### config.mk
export PLATFORM = sky130hd
export DESIGN_NAME = execute_stage
export DESIGN_NICKNAME = d
export VERILOG_FILES = /design/src/rtl/execute_stage.sv
export SDC_FILE = /design/constraint.sdc
export NUM_CORES = 1
export LEC_CHECK = 0
export CAP_MARGIN = 15
export CORE_UTILIZATION = 26
export CTS_CLUSTER_SIZE = 24
export DETAILED_ROUTE_END_ITERATION = 10
export PLACE_DENSITY = 0.46
export SLEW_MARGIN = 20
export SYNTH_ARGS = -nofsm -noshare
export SYNTH_HDL_FRONTEND = slang
export SYNTH_SLANG_ARGS = --single-unit
### constraint.sdc
create_clock -name clk -period 2.9 [get_ports clk]
set_input_delay 0.435 -clock clk [delete_from_list [all_inputs] [get_ports clk]]
set_output_delay 0.435 -clock clk [all_outputs]
set_load 0.02 [all_outputs]
### src/rtl/execute_stage.sv
// EX stage: ALU / effective address, beq/j resolution, XM pipeline register, PC redirect and wrong-path squash.
// Latency: 1 cycle from DX inputs to XM outputs; pc_redirect pulses the cycle after a taken branch/jump edge.
// Backpressure: stall=1 freezes every register (flush counter and state included) and clears the redirect pulse.
module execute_stage #(
    parameter int FLUSH_CYCLES = 2
) (
    input  logic        clk,
    input  logic        rst,
    input  logic [31:0] A,
    input  logic [31:0] B,
    input  logic [31:0] DX_rtData,
    input  logic [4:0]  RD,
    input  logic [2:0]  ALUctr,
    input  logic        DX_lwFlag,
    input  logic        DX_swFlag,
    input  logic [2:0]  DX_compareFlag,
    input  logic [31:0] DX_PC,
    input  logic        stall,
    output logic [31:0] XM_ALUout,
    output logic [31:0] XM_BD,
    output logic [4:0]  XM_RD,
    output logic        XM_lwFlag,
    output logic        XM_swFlag,
    output logic [2:0]  XM_compareFlag,
    output logic        pc_redirect,
    output logic [31:0] redirect_pc,
    output logic        flushing
);

    typedef enum logic {RUN, FLUSH} state_t;

    localparam logic [2:0] FLUSH_LOAD = 3'(FLUSH_CYCLES);

    state_t      state;
    logic [2:0]  flush_cnt;

    logic        op_add, op_sub, op_cmp;
    logic        is_slt, is_beq, is_j, op_valid;
    logic        slt_lt;
    logic        br_taken;
    logic [31:0] br_target;
    logic [31:0] nxt_alu, nxt_bd;
    logic [4:0]  nxt_rd;
    logic        nxt_lw, nxt_sw;
    logic [2:0]  nxt_cf;

    // Decode the DX register and compute what this instruction would write into XM.
    always_comb begin
        op_add   = (ALUctr == 3'd0);
        op_sub   = (ALUctr == 3'd1);
        op_cmp   = (ALUctr == 3'd2);
        is_slt   = op_cmp && (DX_compareFlag == 3'd0);
        is_beq   = op_cmp && (DX_compareFlag == 3'd1);
        is_j     = op_cmp && (DX_compareFlag == 3'd2);
        op_valid = op_add || op_sub || is_slt || is_beq || is_j;
        slt_lt   = ($signed(A) < $signed(B));

        nxt_alu = 32'd0;
        if (op_valid) begin
            if (DX_lwFlag || DX_swFlag || op_add) nxt_alu = A + B;
            else if (op_sub)                      nxt_alu = A - B;
            else if (is_slt)                      nxt_alu = {31'd0, slt_lt};
        end

        // Stores and control transfers never write the register file.
        nxt_rd = (op_valid && !DX_swFlag && !is_beq && !is_j) ? RD : 5'd0;
        nxt_lw = op_valid && DX_lwFlag;
        nxt_sw = op_valid && DX_swFlag;
        nxt_bd = nxt_sw ? DX_rtData : 32'd0;
        nxt_cf = op_valid ? DX_compareFlag : 3'd0;

        br_taken  = is_j || (is_beq && (A == DX_rtData));
        br_target = is_j ? {DX_PC[31:28], B[25:0], 2'b00}
                         : DX_PC + {B[29:0], 2'b00};
    end

    // Run/flush state machine together with the XM register and the redirect outputs.
    always_ff @(posedge clk or negedge rst) begin
        if (!rst) begin
            state          <= RUN;
            flush_cnt      <= 3'd0;
            XM_ALUout      <= 32'd0;
            XM_BD          <= 32'd0;
            XM_RD          <= 5'd0;
            XM_lwFlag      <= 1'b0;
            XM_swFlag      <= 1'b0;
            XM_compareFlag <= 3'd0;
            pc_redirect    <= 1'b0;
            redirect_pc    <= 32'd0;
            flushing       <= 1'b0;
        end else if (stall) begin
            // Everything holds except the pulse, so fetch never sees a redirect twice.
            pc_redirect <= 1'b0;
        end else begin
            pc_redirect <= 1'b0;
            case (state)
                FLUSH: begin
                    // Wrong-path instruction: retire it as a bubble.
                    XM_ALUout      <= 32'd0;
                    XM_BD          <= 32'd0;
                    XM_RD          <= 5'd0;
                    XM_lwFlag      <= 1'b0;
                    XM_swFlag      <= 1'b0;
                    XM_compareFlag <= 3'd0;
                    flush_cnt      <= flush_cnt - 3'd1;
                    if (flush_cnt <= 3'd1) begin
                        state    <= RUN;
                        flushing <= 1'b0;
                    end
                end
                default: begin
                    XM_ALUout      <= nxt_alu;
                    XM_BD          <= nxt_bd;
                    XM_RD          <= nxt_rd;
                    XM_lwFlag      <= nxt_lw;
                    XM_swFlag      <= nxt_sw;
                    XM_compareFlag <= nxt_cf;
                    if (br_taken) begin
                        pc_redirect <= 1'b1;
                        redirect_pc <= br_target;
                        if (FLUSH_LOAD != 3'd0) begin
                            flush_cnt <= FLUSH_LOAD;
                            state     <= FLUSH;
                            flushing  <= 1'b1;
                        end
                    end
                end
            endcase
        end
    end

endmodule

**Word level (Yosys, flattened, before mapping)**

Cells that the tools add are included.

- Bits in registers: 112
- Output and inout port bits: 108
- Logic and storage cells: 74

- Add/sub/neg operators: 4
- $lt $le $gt $ge: 2
- Equality and inequality tests: 6
- Muxes and demuxes: 24
- Bitwise gates (word level): 2
- Reductions and logical operators: 25

Operator list:

| kind | number |
|---|---|
| two-way mux 32 bit | 7 |
| adder 32 bit | 2 |
| equality test 32 bit | 1 |
| less-than comparator 32 bit | 1 |
| subtractor 32 bit | 1 |
| two-way mux 3 bit | 4 |
| two-way mux 1 bit | 11 |
| two-way mux 5 bit | 2 |
| logical AND 1 bit | 9 |
| logical OR 1 bit | 7 |
| equality test 3 x 1 -> 1 bit, second input constant | 2 |
| equality test 3 x 2 -> 1 bit, second input constant | 2 |
| logical NOT 3 bit | 2 |
| AND reduction 3 bit | 2 |
| less-or-equal comparator 3 x 1 -> 1 bit, second input constant | 1 |
| logical NOT 1 bit | 3 |
| subtractor 3 x 1 -> 3 bit, second input constant | 1 |
| inequality test 2 x 1 -> 1 bit, second input constant | 1 |
| inverter 1 bit | 2 |
| AND reduction 2 bit | 1 |
| nonzero test 2 bit | 1 |

**Logic depth before layout (Yosys ltp)**

- Depth in word-level cells: 10
- Gate-level depth with buffers: 13
- Mapped depth without buffers: 13

**Worst setup path before layout**

Ideal clock, no wire load.

- Path kind: input -> register
- From: input port B[3]
- To: register XM_ALUout[31]
- Arrival time: 2,798 ps
- Path slack: 16 ps
- Cell stages on the path: 12
- Buffers on the path: 1
- Path through: inv_1 -> ha_1 -> buf_6 -> or3_4 -> o211a_4 -> o211ai_4 -> a221o_4 -> a21oi_4 -> o21ai_4 -> a21oi_2 -> or4b_1 -> o211ai_1

- Cells in the longest elaborated chain, start to end: 5
- Elaborated cells on any way between the ends: 6

Ends and longest elaborated chain:

| what | line | source |
|---|---|---|
| start, declared | 10 | `input logic [31:0] B,` |
| subtractor 32 bit | 61 | `else if (op_sub) nxt_alu = A - B;` |
| two-way mux 32 bit | 61 |  |
| two-way mux 32 bit (*) | 60 | `if (DX_lwFlag \|\| DX_swFlag \|\| op_add) nxt_alu = A + B;` |
| two-way mux 32 bit (*) | 59 | `if (op_valid) begin` |
| two-way mux 32 bit (*) | 96 | `case (state)` |
| end signal, assigned | 112 | `XM_ALUout <= nxt_alu;` |
| end, declared | 19 | `output logic [31:0] XM_ALUout,` |

Every way passes the cells marked *; elsewhere a longest branch is shown, timed or not.
A chain may end at the register's enable or synchronous reset.

**Worst setup path in the final report**

- From: input port A[2]
- To: register XM_ALUout[15]

- Cells in the longest elaborated chain, start to end: 5
- Elaborated cells on any way between the ends: 6

Ends and longest elaborated chain:

| what | line | source |
|---|---|---|
| start, declared | 9 | `input logic [31:0] A,` |
| subtractor 32 bit | 61 |  |
| two-way mux 32 bit | 61 |  |
| two-way mux 32 bit (*) | 60 |  |
| two-way mux 32 bit (*) | 59 |  |
| two-way mux 32 bit (*) | 96 |  |

Marked as above.

==> results <==
- The number of synthesized register bits is 112.
- In the final routed layout, each cell accounts on average for 19.5 µm.
- In this run the critical register-to-register path is launched from state.
- The first element of the critical path is A[2].
- The cell chosen for the clock root is sky130_fd_sc_hd__clkbuf_16.
- For the worst setup path, the data required time is 3.17 ns.
- The maximum buffer depth of the clock tree is 2.
- The cell area after synthesis is 9740 µm².
- The number of clock buffers inserted by TritonCTS is 9.
- The final cycle utilization of the critical path is 97.0%.
- The path category of the worst min-delay check is input pin to async pin.
- Entering global routing, the biggest net connects 47 pins.
- The detailed router finished its first iteration with 612 violations.
- The H-tree level count is 3.
- The switching share of total power is 36.8%.
- The setup skew after layout is 0.0119 ns.
- For this design the static power due to leakage is 7.34 nW.
- The analysis attributes to net switching a power of 2.46 mW.
- Per report_power, the sequential group accounts for 29.3% of the total.
- Dividing total power by cell area gives a power density of 421 nW/µm².
- The tool flagged a number of max-cap violations equal to 0.
- The total power after layout is 6.69 mW.
- The total grt overflow is 0.
- The worst ir drop on vdd is 0.264 mV.
- sky130_fd_sc_hd__dfrtp_1 takes more of the synthesized area than any other cell.
- Across all register-to-register paths, the minimum setup slack is 0.89 ns.
- The combinational power share is 47.9%.
- Setup violations remaining at the end of the flow were counted as 0.
- The die is 196 µm tall.
- The count of distinct cell types in the synthesized netlist is 70.
- STA classifies the critical path endpoint as a flip-flop.
- After synthesis, flip-flops and latches occupy 28.8% of the total area.
- For this run, design rule violations remaining after detail routing come to 0.
- The hold buffer count at CTS is 0.
- The TritonCTS clock tree is yes.
- The die extent in x is 196 µm.
- Synthesis produced a netlist with a net count of 1409.
- The type of the setup path with the least slack is input pin to flip-flop.
- The largest driver fanout on the critical path is 5.
- Input and output buffers added on the ports amount to 251.
- Of the cells placed in the final design, the portion with a size suffix greater than 1 is 25.7%.
- The arrival time at the worst endpoint is 3.08 ns.
- The number of search-and-repair iterations in the first detailed-routing pass is 5.
- The die covers 38300 µm².
- Summed over all nets, the half-perimeter wirelength after detailed placement is 34400 µm.
- The area growth from synthesis to layout is 63.0%.
- After synthesis, the share of flip-flops with an asynchronous set or reset is 100%.
- Ranked by total cell area, the synthesized netlist is headed by sky130_fd_sc_hd__dfrtp_1 (29%), sky130_fd_sc_hd__ha_1 (12%), sky130_fd_sc_hd__a21oi_1 (5.5%), sky130_fd_sc_hd__a22o_1 (4.0%), sky130_fd_sc_hd__o21ai_0 (3.9%).
- The cell row count is 70.
- Internal power comes to 4.23 mW.
- STA classifies the critical path startpoint as an input pin.
- The yosys synthesis warning count is 0.
- The count of nets left with antenna violations after detail routing is 0.
- Synthesis handed over a netlist of 1168 instances.
- The worst hold margin is 0.101 ns.
- The final critical-path required period is 2.81 ns.
- The global-route wire length before repair is 63800 µm.
- The final estimated routing congestion in global placement is 0.891.
- The utilization after layout is 43.2%.
- Timing analysis after detailed placement gives a worst setup slack of -0.913 ns.
- The slack of the critical path is 0.0884 ns.
- In this run the standard cell core region covers 36800 µm².
- The area fraction of the dominant cell type after synthesis is 28.8%.
- The clock latency reported for the late side of the worst-skew pair is 0.39 ns.
- 252 I/O pins were placed.
- The run finished with clean final reports.
- The initial core utilization is 26.5%.
- Among all flip-flop cells after synthesis, the most frequent one is sky130_fd_sc_hd__dfrtp_1.
- Global routing used 22.0% of the available tracks across all layers.
- Static timing analysis puts the maximum clock frequency at 0.356 GHz.
- The sink count of the clock tree is 112.
- The worst pin sits at a relative slew slack of 50.3%.
- The clock edge transition at the registers on the reported setup and hold paths is 0.07 ns.
- The number of antenna violations at the first check in global routing is 5.
- For this run, the post-layout net count is 1924.
- The hold violation count in the final report is 0.
- The detail-routed via count per cell is 4.99.
- The number of enable flip-flop cells after synthesis is 0.
- For the pin with the worst max-slew slack, the measured transition is 0.740 ns.
- After detailed routing, the total wire length is 42100 µm.
- The average cell area after synthesis is 8.34 µm².
- The share of total power dissipated in the clock network is 22.8%.
- The routed layout has 10792 vias.
- The total count of max-transition violations in the final report came to 0.
- The number of global-route vias before repair is 10691.
## area by class of cell
type	instances	area, µm²
Inverter	70	263
Fill cell	3749	20900
Multi-Input combinational cell	926	6980
Antenna cell	5	12.5
Clock buffer	10	229
Sequential cell	112	2800
Tap cell	468	586
Clock inverter	6	115
Timing Repair Buffer	564	4890
## path summary, 6_finish.rpt
check	end	depth (start not counted)
min reg2reg	XM_ALUout[1]	2
max reg2reg	XM_ALUout[31]	5
max	XM_ALUout[15]	12
max in group asynchronous	XM_BD[31]	2
min in group clk	XM_ALUout[1]	2
min	XM_ALUout[2]	1
## worst max-delay path: stages
cell	delay, ns
sky130_fd_sc_hd__dlygate4sd2_1	0.28
sky130_fd_sc_hd__ha_4	0.26
sky130_fd_sc_hd__buf_4	0.15
sky130_fd_sc_hd__or3_4	0.32
sky130_fd_sc_hd__o211a_4	0.27
sky130_fd_sc_hd__o211ai_4	0.18
sky130_fd_sc_hd__a221o_4	0.25
sky130_fd_sc_hd__a221oi_4	0.08
sky130_fd_sc_hd__buf_4	0.13
sky130_fd_sc_hd__buf_4	0.12
sky130_fd_sc_hd__a221o_1	0.33
sky130_fd_sc_hd__a32o_1	0.25
## sequential cells by signal, summed over array words and instances, names as in the netlist
signal          count
flush_cnt           3
XM_RD               5
XM_BD              32
XM_compareFlag      3
XM_ALUout          32
flushing            1
state               1
pc_redirect         1
XM_lwFlag           1
redirect_pc        32
XM_swFlag           1
## logic make-up (layout without fill, tap and decap cells)
family	after synthesis	in the layout	synth area share [%]
DFF	112	112	28.8
buffers and inverters	130	650	5.15
xor gates and xnor gates	67	67	6.02
and+or+nand+nor	322	322	15.6
muxes	8	8	0.822
other	0	5	0
adders and majority gates	97	97	12.7
AOI/OAI and AO/OA	432	432	30.9
## power by group through the flow
stage	Clock (mW)	Sequential (mW)	Combinational, mW
4_1_cts	1.57	1.96	3.16
5_1_grt	1.62	1.99	3.48
6_report	1.53	1.96	3.20
3_3_place_gp	0	1.98	3.04
3_5_place_dp	0	1.99	3.06
2_1_floorplan	0	2.20	1.21
## Yosys cell counts (3+ instances only)
| master | number |
|---|---|
| sky130_fd_sc_hd__dfrtp_1 | 112 |
| sky130_fd_sc_hd__a21oi_1 | 107 |
| sky130_fd_sc_hd__nand2_1 | 99 |
| sky130_fd_sc_hd__ha_1 | 94 |
| sky130_fd_sc_hd__nor2_1 | 93 |
| sky130_fd_sc_hd__o21ai_0 | 75 |
| sky130_fd_sc_hd__inv_1 | 70 |
| sky130_fd_sc_hd__clkbuf_1 | 50 |
| sky130_fd_sc_hd__a22o_1 | 44 |
| sky130_fd_sc_hd__a21o_1 | 40 |
| sky130_fd_sc_hd__xnor2_1 | 37 |
| sky130_fd_sc_hd__xor2_1 | 30 |
| sky130_fd_sc_hd__nor3_1 | 25 |
| sky130_fd_sc_hd__nand2b_1 | 19 |
| sky130_fd_sc_hd__o21bai_1 | 18 |
| sky130_fd_sc_hd__a221o_1 | 17 |
| sky130_fd_sc_hd__nand3_1 | 16 |
| sky130_fd_sc_hd__o211ai_1 | 15 |
| sky130_fd_sc_hd__o221ai_1 | 15 |
| sky130_fd_sc_hd__nand4_1 | 13 |
| sky130_fd_sc_hd__a31oi_1 | 12 |
| sky130_fd_sc_hd__a32o_1 | 12 |
| sky130_fd_sc_hd__and3_1 | 12 |
| sky130_fd_sc_hd__o21a_1 | 12 |
| sky130_fd_sc_hd__a211oi_1 | 10 |
| sky130_fd_sc_hd__mux2i_1 | 8 |
| sky130_fd_sc_hd__nor2b_1 | 8 |
| sky130_fd_sc_hd__o21ai_1 | 8 |
| sky130_fd_sc_hd__nor4_1 | 7 |
| sky130_fd_sc_hd__o31ai_1 | 7 |
| sky130_fd_sc_hd__or3_1 | 7 |
| sky130_fd_sc_hd__a221oi_1 | 5 |
| sky130_fd_sc_hd__a2111oi_0 | 4 |
| sky130_fd_sc_hd__and4_1 | 4 |
| sky130_fd_sc_hd__buf_1 | 4 |
| sky130_fd_sc_hd__buf_2 | 4 |
| sky130_fd_sc_hd__o31a_1 | 4 |
| sky130_fd_sc_hd__a211o_1 | 3 |
| sky130_fd_sc_hd__and2_1 | 3 |
| sky130_fd_sc_hd__fa_1 | 3 |
| sky130_fd_sc_hd__nor3b_1 | 3 |
## per-stage QoR
stage,TNS [ns],cells,instance area (µm²)
2_1_floorplan,0,1168,9740
4_1_cts,-0.0000600,2153,15700
6_report,0,2161,15900
3_5_place_dp,-33.54,2131,15000
3_3_place_gp,-31.19,2131,15000
5_1_grt,-0.0137,2161,15900
## what timing repair did
action / 4_1_cts / 5_1_grt
buffers inserted: 7 / 3
setup endpoints to repair: 50 / 47
pin swaps: 28 / 24
gates resized for setup: 99 / 59
## layer usage
layer	wire [µm]	part of all wire [%]	GRT usage (%)	vias up
li1	-	-	-	5341
met1	20900	50	31.6	5114
met2	18300	43	33.4	299
met3	2000	4.7	3.02	38
met4	956	2.3	7.82	0
met5	0	0	0	-
## cells in the final DEF (no fill, tap or decap), drive strengths merged, types with 5 or more instances in the layout
| master | instances |
|---|---|
| a211oi | 10 |
| nor2b | 8 |
| clkbuf | 16 |
| o211ai | 16 |
| o21ai | 84 |
| nand2 | 99 |
| a21oi | 109 |
| a31oi | 13 |
| a32o | 12 |
| nand2b | 19 |
| nor3 | 25 |
| buf | 315 |
| xnor2 | 37 |
| a22o | 44 |
| o21a | 12 |
| o31ai | 8 |
| clkdlybuf4s50 | 215 |
| nor4 | 7 |
| nor2 | 93 |
| dlymetal6s2s | 5 |
| clkdlybuf4s15 | 6 |
| inv | 71 |
| xor2 | 30 |
| o221ai | 15 |
| a21o | 40 |
| a221oi | 6 |
| ha | 94 |
| o21bai | 18 |
| nand4 | 13 |
| a221o | 18 |
| mux2i | 8 |
| nand3 | 16 |
| or3 | 8 |
| dlygate4sd2 | 17 |
| dfrtp | 112 |
| diode | 5 |
| and3 | 12 |
(Power assumes the default switching activity.)
